==> src/rtl/i2c_ctrl_pkg.sv <==
// Shared constants for the I2C transaction scheduler: master register map,
// status bit positions, completion codes and scheduler state encoding.
package i2c_ctrl_pkg;

  localparam logic [7:0] OFS_START  = 8'h00;
  localparam logic [7:0] OFS_CLKDIV = 8'h04;
  localparam logic [7:0] OFS_SADDR  = 8'h08;
  localparam logic [7:0] OFS_TX     = 8'h0C;
  localparam logic [7:0] OFS_RX     = 8'h10;
  localparam logic [7:0] OFS_STATUS = 8'h14;
  localparam logic [7:0] OFS_MODE   = 8'h18;

  localparam int STAT_DONE_BIT = 0;
  localparam int STAT_NACK_BIT = 1;

  localparam logic [1:0] ERR_OK      = 2'b00;
  localparam logic [1:0] ERR_NACK    = 2'b01;
  localparam logic [1:0] ERR_TIMEOUT = 2'b10;

  typedef enum logic [3:0] {
    ST_IDLE,
    ST_WR_DIV,
    ST_WR_SADDR,
    ST_WR_DATA,
    ST_WR_MODE,
    ST_WR_START,
    ST_POLL_RD,
    ST_POLL_CHK,
    ST_RD_DATA,
    ST_RD_WAIT,
    ST_WR_STOP,
    ST_CLR_STAT,
    ST_DONE
  } state_t;

endpackage

==> src/rtl/i2c_txn_scheduler_rr_arbiter.sv <==
// Combinational round-robin pick: the lowest requesting index at or after
// the pointer wins. The pointer register lives in the scheduler.
module rr_arbiter #(
  parameter int NREQ = 4,
  localparam int IW = (NREQ > 1) ? $clog2(NREQ) : 1
) (
  input  logic [NREQ-1:0] req_i,
  input  logic [IW-1:0]   ptr_i,
  output logic [NREQ-1:0] grant_o,
  output logic [IW-1:0]   idx_o,
  output logic            valid_o
);

  always_comb begin
    grant_o = '0;
    idx_o   = '0;
    valid_o = 1'b0;
    for (int k = 0; k < NREQ; k++) begin
      int j;
      j = int'(ptr_i) + k;
      if (j >= NREQ) j = j - NREQ;
      if (!valid_o && req_i[j]) begin
        valid_o    = 1'b1;
        grant_o[j] = 1'b1;
        idx_o      = IW'(j);
      end
    end
  end

endmodule

==> src/rtl/i2c_txn_scheduler.sv <==
// Round-robin scheduler that owns the I2C master's register port and runs
// one whole single-byte transaction per grant, returning data and status.
module i2c_txn_scheduler
  import i2c_ctrl_pkg::*;
#(
  parameter int          NREQ    = 4,
  parameter logic [7:0]  CLK_DIV = 8'd100,
  parameter logic [15:0] TIMEOUT = 16'd50000
) (
  input  logic              clk,
  input  logic              rst_n,
  input  logic [NREQ-1:0]   req,
  input  logic [7*NREQ-1:0] req_saddr,
  input  logic [NREQ-1:0]   req_mode,
  input  logic [8*NREQ-1:0] req_wdata,
  output logic [NREQ-1:0]   done,
  output logic [7:0]        rsp_rdata,
  output logic [1:0]        rsp_err,
  output logic              busy,
  output logic              m_wr,
  output logic [7:0]        m_addr,
  output logic [31:0]       m_wdata,
  input  logic [31:0]       m_rdata
);

  // state       | meaning
  // IDLE        | waiting for a request; winner latched here
  // WR_* states | one-cycle register writes (div, saddr, tx, mode, start, stop)
  // POLL_RD/CHK | present status, then evaluate it (done / nack / timeout)
  // RD_DATA/WAIT| present rx byte, then capture it
  // CLR_STAT    | clear status; DONE pulses done[idx] and advances the pointer

  localparam int IW = (NREQ > 1) ? $clog2(NREQ) : 1;

  state_t        state_q, state_d;
  logic [IW-1:0] ptr_q, ptr_d;
  logic [IW-1:0] idx_q, idx_d;
  logic          div_written_q, div_written_d;
  logic [6:0]    saddr_q, saddr_d;
  logic          mode_q, mode_d;
  logic [7:0]    wdata_q, wdata_d;
  logic [15:0]   cnt_q, cnt_d;
  logic [7:0]    rdata_q, rdata_d;
  logic [1:0]    err_q, err_d;

  logic [NREQ-1:0] gnt_oh;
  logic [IW-1:0]   gnt_idx;
  logic            gnt_valid;
  logic [15:0]     cnt_inc;
  logic            unused_rdata_hi;

  assign unused_rdata_hi = ^m_rdata[31:8];
  assign cnt_inc         = cnt_q + 16'd1;

  rr_arbiter #(.NREQ(NREQ)) u_arb (
    .req_i   (req),
    .ptr_i   (ptr_q),
    .grant_o (gnt_oh),
    .idx_o   (gnt_idx),
    .valid_o (gnt_valid)
  );

  always_ff @(posedge clk or negedge rst_n) begin
    if (!rst_n) begin
      state_q       <= ST_IDLE;
      ptr_q         <= '0;
      idx_q         <= '0;
      div_written_q <= 1'b0;
      saddr_q       <= '0;
      mode_q        <= 1'b0;
      wdata_q       <= '0;
      cnt_q         <= '0;
      rdata_q       <= '0;
      err_q         <= ERR_OK;
    end else begin
      state_q       <= state_d;
      ptr_q         <= ptr_d;
      idx_q         <= idx_d;
      div_written_q <= div_written_d;
      saddr_q       <= saddr_d;
      mode_q        <= mode_d;
      wdata_q       <= wdata_d;
      cnt_q         <= cnt_d;
      rdata_q       <= rdata_d;
      err_q         <= err_d;
    end
  end

  always_comb begin
    state_d       = state_q;
    ptr_d         = ptr_q;
    idx_d         = idx_q;
    div_written_d = div_written_q;
    saddr_d       = saddr_q;
    mode_d        = mode_q;
    wdata_d       = wdata_q;
    cnt_d         = cnt_q;
    rdata_d       = rdata_q;
    err_d         = err_q;
    done          = '0;
    m_wr          = 1'b0;
    m_addr        = 8'h00;
    m_wdata       = 32'h0;

    case (state_q)
      ST_IDLE: begin
        if (gnt_valid) begin
          idx_d   = gnt_idx;
          for (int i = 0; i < NREQ; i++) begin
            if (gnt_oh[i]) begin
              saddr_d = req_saddr[7*i +: 7];
              mode_d  = req_mode[i];
              wdata_d = req_wdata[8*i +: 8];
            end
          end
          cnt_d   = '0;
          rdata_d = '0;
          err_d   = ERR_OK;
          state_d = div_written_q ? ST_WR_SADDR : ST_WR_DIV;
        end
      end
      ST_WR_DIV: begin
        m_wr          = 1'b1;
        m_addr        = OFS_CLKDIV;
        m_wdata       = {24'h0, CLK_DIV};
        div_written_d = 1'b1;
        state_d       = ST_WR_SADDR;
      end
      ST_WR_SADDR: begin
        m_wr    = 1'b1;
        m_addr  = OFS_SADDR;
        m_wdata = {25'h0, saddr_q};
        state_d = ST_WR_DATA;
      end
      ST_WR_DATA: begin
        m_wr    = 1'b1;
        m_addr  = OFS_TX;
        m_wdata = {24'h0, wdata_q};
        state_d = ST_WR_MODE;
      end
      ST_WR_MODE: begin
        m_wr    = 1'b1;
        m_addr  = OFS_MODE;
        m_wdata = {31'h0, mode_q};
        state_d = ST_WR_START;
      end
      ST_WR_START: begin
        m_wr    = 1'b1;
        m_addr  = OFS_START;
        m_wdata = 32'd1;
        state_d = ST_POLL_RD;
      end
      ST_POLL_RD: begin
        m_addr  = OFS_STATUS;
        state_d = ST_POLL_CHK;
      end
      ST_POLL_CHK: begin
        // NACK outranks done; timeout only when neither bit is reported
        if (m_rdata[STAT_NACK_BIT]) begin
          err_d   = ERR_NACK;
          state_d = ST_WR_STOP;
        end else if (m_rdata[STAT_DONE_BIT]) begin
          state_d = mode_q ? ST_RD_DATA : ST_WR_STOP;
        end else if (cnt_inc == TIMEOUT) begin
          err_d   = ERR_TIMEOUT;
          state_d = ST_WR_STOP;
        end else begin
          cnt_d   = cnt_inc;
          state_d = ST_POLL_RD;
        end
      end
      ST_RD_DATA: begin
        m_addr  = OFS_RX;
        state_d = ST_RD_WAIT;
      end
      ST_RD_WAIT: begin
        rdata_d = m_rdata[7:0];
        state_d = ST_WR_STOP;
      end
      ST_WR_STOP: begin
        m_wr    = 1'b1;
        m_addr  = OFS_START;
        state_d = ST_CLR_STAT;
      end
      ST_CLR_STAT: begin
        m_wr    = 1'b1;
        m_addr  = OFS_STATUS;
        state_d = ST_DONE;
      end
      ST_DONE: begin
        done[idx_q] = 1'b1;
        ptr_d       = (idx_q == IW'(NREQ - 1)) ? '0 : idx_q + IW'(1);
        state_d     = ST_IDLE;
      end
      default: state_d = ST_IDLE;
    endcase
  end

  assign busy      = (state_q != ST_IDLE) && (state_q != ST_DONE);
  assign rsp_rdata = rdata_q;
  assign rsp_err   = err_q;

endmodule
==> config.mk <==
export PLATFORM = sky130hd
export DESIGN_NAME = i2c_txn_scheduler
export DESIGN_NICKNAME = d
export VERILOG_FILES = /design/src/rtl/i2c_ctrl_pkg.sv /design/src/rtl/i2c_txn_scheduler_rr_arbiter.sv /design/src/rtl/i2c_txn_scheduler.sv
export SDC_FILE = /design/constraint.sdc
export NUM_CORES = 1
export LEC_CHECK = 0
export ABC_AREA = 1
export ABC_CLOCK_PERIOD_IN_PS = 6650
export CELL_PAD_IN_SITES_DETAIL_PLACEMENT = 0
export CELL_PAD_IN_SITES_GLOBAL_PLACEMENT = 1
export CORE_UTILIZATION = 33
export CTS_BUF_LIST = sky130_fd_sc_hd__clkbuf_8 sky130_fd_sc_hd__clkbuf_16
export CTS_CLUSTER_DIAMETER = 200
export DETAILED_ROUTE_END_ITERATION = 12
export PLACE_DENSITY_LB_ADDON = 0.15
export SYNTH_ARGS = -nofsm -noshare
export SYNTH_HDL_FRONTEND = slang
export SYNTH_SLANG_ARGS = --single-unit
==> constraint.sdc <==
create_clock -name clk -period 6.65 [get_ports clk]
set_input_delay 1.33 -clock clk [delete_from_list [all_inputs] [get_ports clk]]
set_output_delay 1.33 -clock clk [all_outputs]
set_load 0.02 [all_outputs]
==> run metrics <==
Seq/Total Area, Yosys=slightly below 30%; Layout Cells excl Fill=933; fmax=252 MHz; combinational power share=62.1%; RSZ-0062 raised after global routing=false; relative slew slack=21.3%; ratio of cells with drive above 1 in the final layout=6.44%; Static Leak=2.84 nW; critical path fanouts, max=8; pin count of the biggest net entering global routing=52; Total GRT Usage=17.2%; area share of the largest cell type after synthesis=29.4%; Post-Route Setup TNS=0 ps; register bit count reported by yosys=between 50 and 60; power per cell area=357 nW/µm²; Initial Utilization=~34%; WP data arrival=about 2600 ps; ANT nets after route=0; outcome=finished, final reports clean; worst setup margin=2680 ps; Finished Cell Area=approximately 5500 µm²; Avg WL per Cell=12.2 µm; VDD IR max=150 µV; sw frac=roughly half; I/O pin count=about 160; cell count after synthesis=665; DRT Pass-1 Iters=4; Port Buffer Count=104; DP HPWL=8780 µm; Setup WS pre-CTS=2370 ps; final setup fails=0; clk_skew=about 6.5 ps; H-tree levels=2; ys async rst share=100%; Die Wd=117 µm; Critical Path Sink Type=output pin; area of the multi-input gates=2480 µm²; Worst Path Required=5320 ps; Layout area overhead=27.8%; ant diodes=0; hold_buf cts=0; 1st-iter DRT viols=281; largest cells by area after synthesis=dfrtp_1 29%, nand2_1 18%, nand3_1 12%; Post-CTS Setup Inserts=0; std cell rows=just over 40; sequential fraction of design power=24.3%; number of vias per cell=~4.6; Worst-Skew Late Latency=300 ps; Hold Crit Class=reg -> reg; initial antenna violation count=0; die area=roughly 14000 µm²; Synth Cell Area=4340 µm²; syn_area_per_cell=~6.5 µm²; Setup Crit Path Kind=reg -> out; fin crit share=roughly three fifths; first-pass GRT wire length=18600 µm; Max-Cap Viols=0; CTS tree=done; vias in the first global route=about 4000; grt ovf=0; CTS buffer count=5; clock-pin slew on the worst setup and hold paths=roughly 70 ps; cell taking the most area after synthesis=dfrtp_1; Distinct cells, synth=between 40 and 50; nets@finish=874; number of synthesized flops with an enable pin=0; Psw=between 0.0009 and 0.001 W; Storage cell area=roughly 1300 µm²; dpl cell area=roughly 5400 µm²; internal power=0.000993 W; Via Count=4296; Startpoint Class=flop; Placed Cells=925; CTS Sinks=51; placer congestion estimate=0.845; clock buffer depth=2; die height=117 µm; Core Region=12700 µm²; Synthesis Warnings=0; fill count=about 1400; root buf cell=clkbuf_16; Fin. Hold Viols=0; # resized after CTS=0; fin. max-slew vios=0; worst slew pin tran=1180 ps; Tot Pwr=around 0.002 W; drt drc=0; Primary FF master, synth=dfrtp_1; WL final=11400 µm; Final min period=3970 ps; clock power share=13.7%
## cells by family (layout without fill, tap and decap cells)
kind of cell | after synthesis | after routing | synth area share [%]
other | 1 | 29 | 0.0864
AND/OR/NAND/NOR | 395 | 395 | 42.3
AO/OA/AOI/OAI | 54 | 54 | 7.81
buffers and inverters | 147 | 215 | 15.9
flip-flops | 51 | 51 | 29.4
XOR/XNOR | 5 | 5 | 1.01
adder cells (fa/ha/maj) | 12 | 12 | 3.46
## stage by stage
step                hold slack [ps]  util [%]
finish                          478      43.6
global route                    501      43.6
CTS                             486      43.6
detailed placement              466      42.4
global placement                464      42.4
floorplan                       430         -
## registers in the layout, indices dropped and copies added, names as in the netlist
register and flops:
saddr_q 7, state_q 4, idx_q 2, ptr_q 2
div_written_q 1, wdata_q 8, rsp_err 2, rsp_rdata 8
cnt_q 16, mode_q 1
## power groups by stage
stage | Sequential, W | Clock, W | Combinational [W]
6_report | 0.000481 | 0.000271 | 0.00123
2_1_floorplan | 0.000496 | 0 | 0.000853
5_1_grt | 0.000492 | 0.000293 | 0.00139
3_5_place_dp | 0.000485 | 0 | 0.00124
3_3_place_gp | 0.000483 | 0 | 0.00122
4_1_cts | 0.000480 | 0.000280 | 0.00124
## routing by layer
metal / track usage (%) / vias to the layer above / share of wire [%]
li1: - / 2237 / -
met1: 23.5 / 1942 / 49
met2: 28.7 / 107 / 46
met3: 2.23 / 10 / 4.4
met4: 4.39 / 0 / 1.2
met5: 0 / - / 0
## final cells by class
type | count | area share, %
Inverter | 102 | 6.90
Clock inverter | 3 | 0.496
Clock buffer | 5 | 2.26
Timing Repair Buffer | 105 | 18.8
Multi-Input combinational cell | 495 | 44.7
Tap cell | 172 | 3.88
Sequential cell | 51 | 23.0
## worst max-delay path, cell delays in order, from the launching register on
cell and delay (ps):
dfrtp_1 450, nor2_1 190, inv_1 110, nor3_1 690, nand2_1 120, nand3_1 160
clkdlybuf4s50_1 620
## final timing paths
check / slack [ps] / to / cells after the start / start
min: 480 / wdata_q[6]$_DFFE_PN0P_ / 2 / wdata_q[6]$_DFFE_PN0P_
max: 2680 / m_wdata[0] / 6 / state_q[2]$_DFFE_PN0P_
max reg2reg: 3140 / wdata_q[7]$_DFFE_PN0P_ / 12 / ptr_q[1]$_DFFE_PN0P_
min in group asynchronous: 1140 / rsp_rdata[6]$_DFFE_PN0P_ / 2 / rst_n
min reg2reg: 480 / wdata_q[6]$_DFFE_PN0P_ / 2 / wdata_q[6]$_DFFE_PN0P_
max in group asynchronous: 5060 / cnt_q[3]$_DFFE_PN0P_ / 2 / rst_n
## cell usage in the layout (no fill, tap or decap), drive strengths merged
cell type	instances
nand3b	2
a21oi	25
conb	29
xnor2	2
xor2	3
a32o	1
nor2	49
clkbuf	5
or2	1
o21bai	1
o311ai	1
nand4	13
nand2	214
inv	104
a21boi	3
a21o	1
ha	12
nor3	7
buf	2
o211ai	3
a22o	3
clkinvlp	1
dfrtp	51
clkdlybuf4s50	103
and3	1
nand3	108
o21ai	15
o22ai	1
## synthesized netlist by cell type, drive strengths merged, types with 2 or more instances
| cell | number |
|---|---|
| o21ai | 15 |
| nand4 | 13 |
| clkbuf | 5 |
| xnor2 | 2 |
| nor3 | 7 |
| nor2 | 49 |
| o211ai | 3 |
| nand3 | 108 |
| inv | 102 |
| ha | 12 |
| nand2 | 214 |
| nand3b | 2 |
| buf | 40 |
| a21boi | 3 |
| a22o | 3 |
| a21oi | 25 |
| dfrtp | 51 |
| xor2 | 3 |
Note: power is estimated with default switching activity, not from simulation.
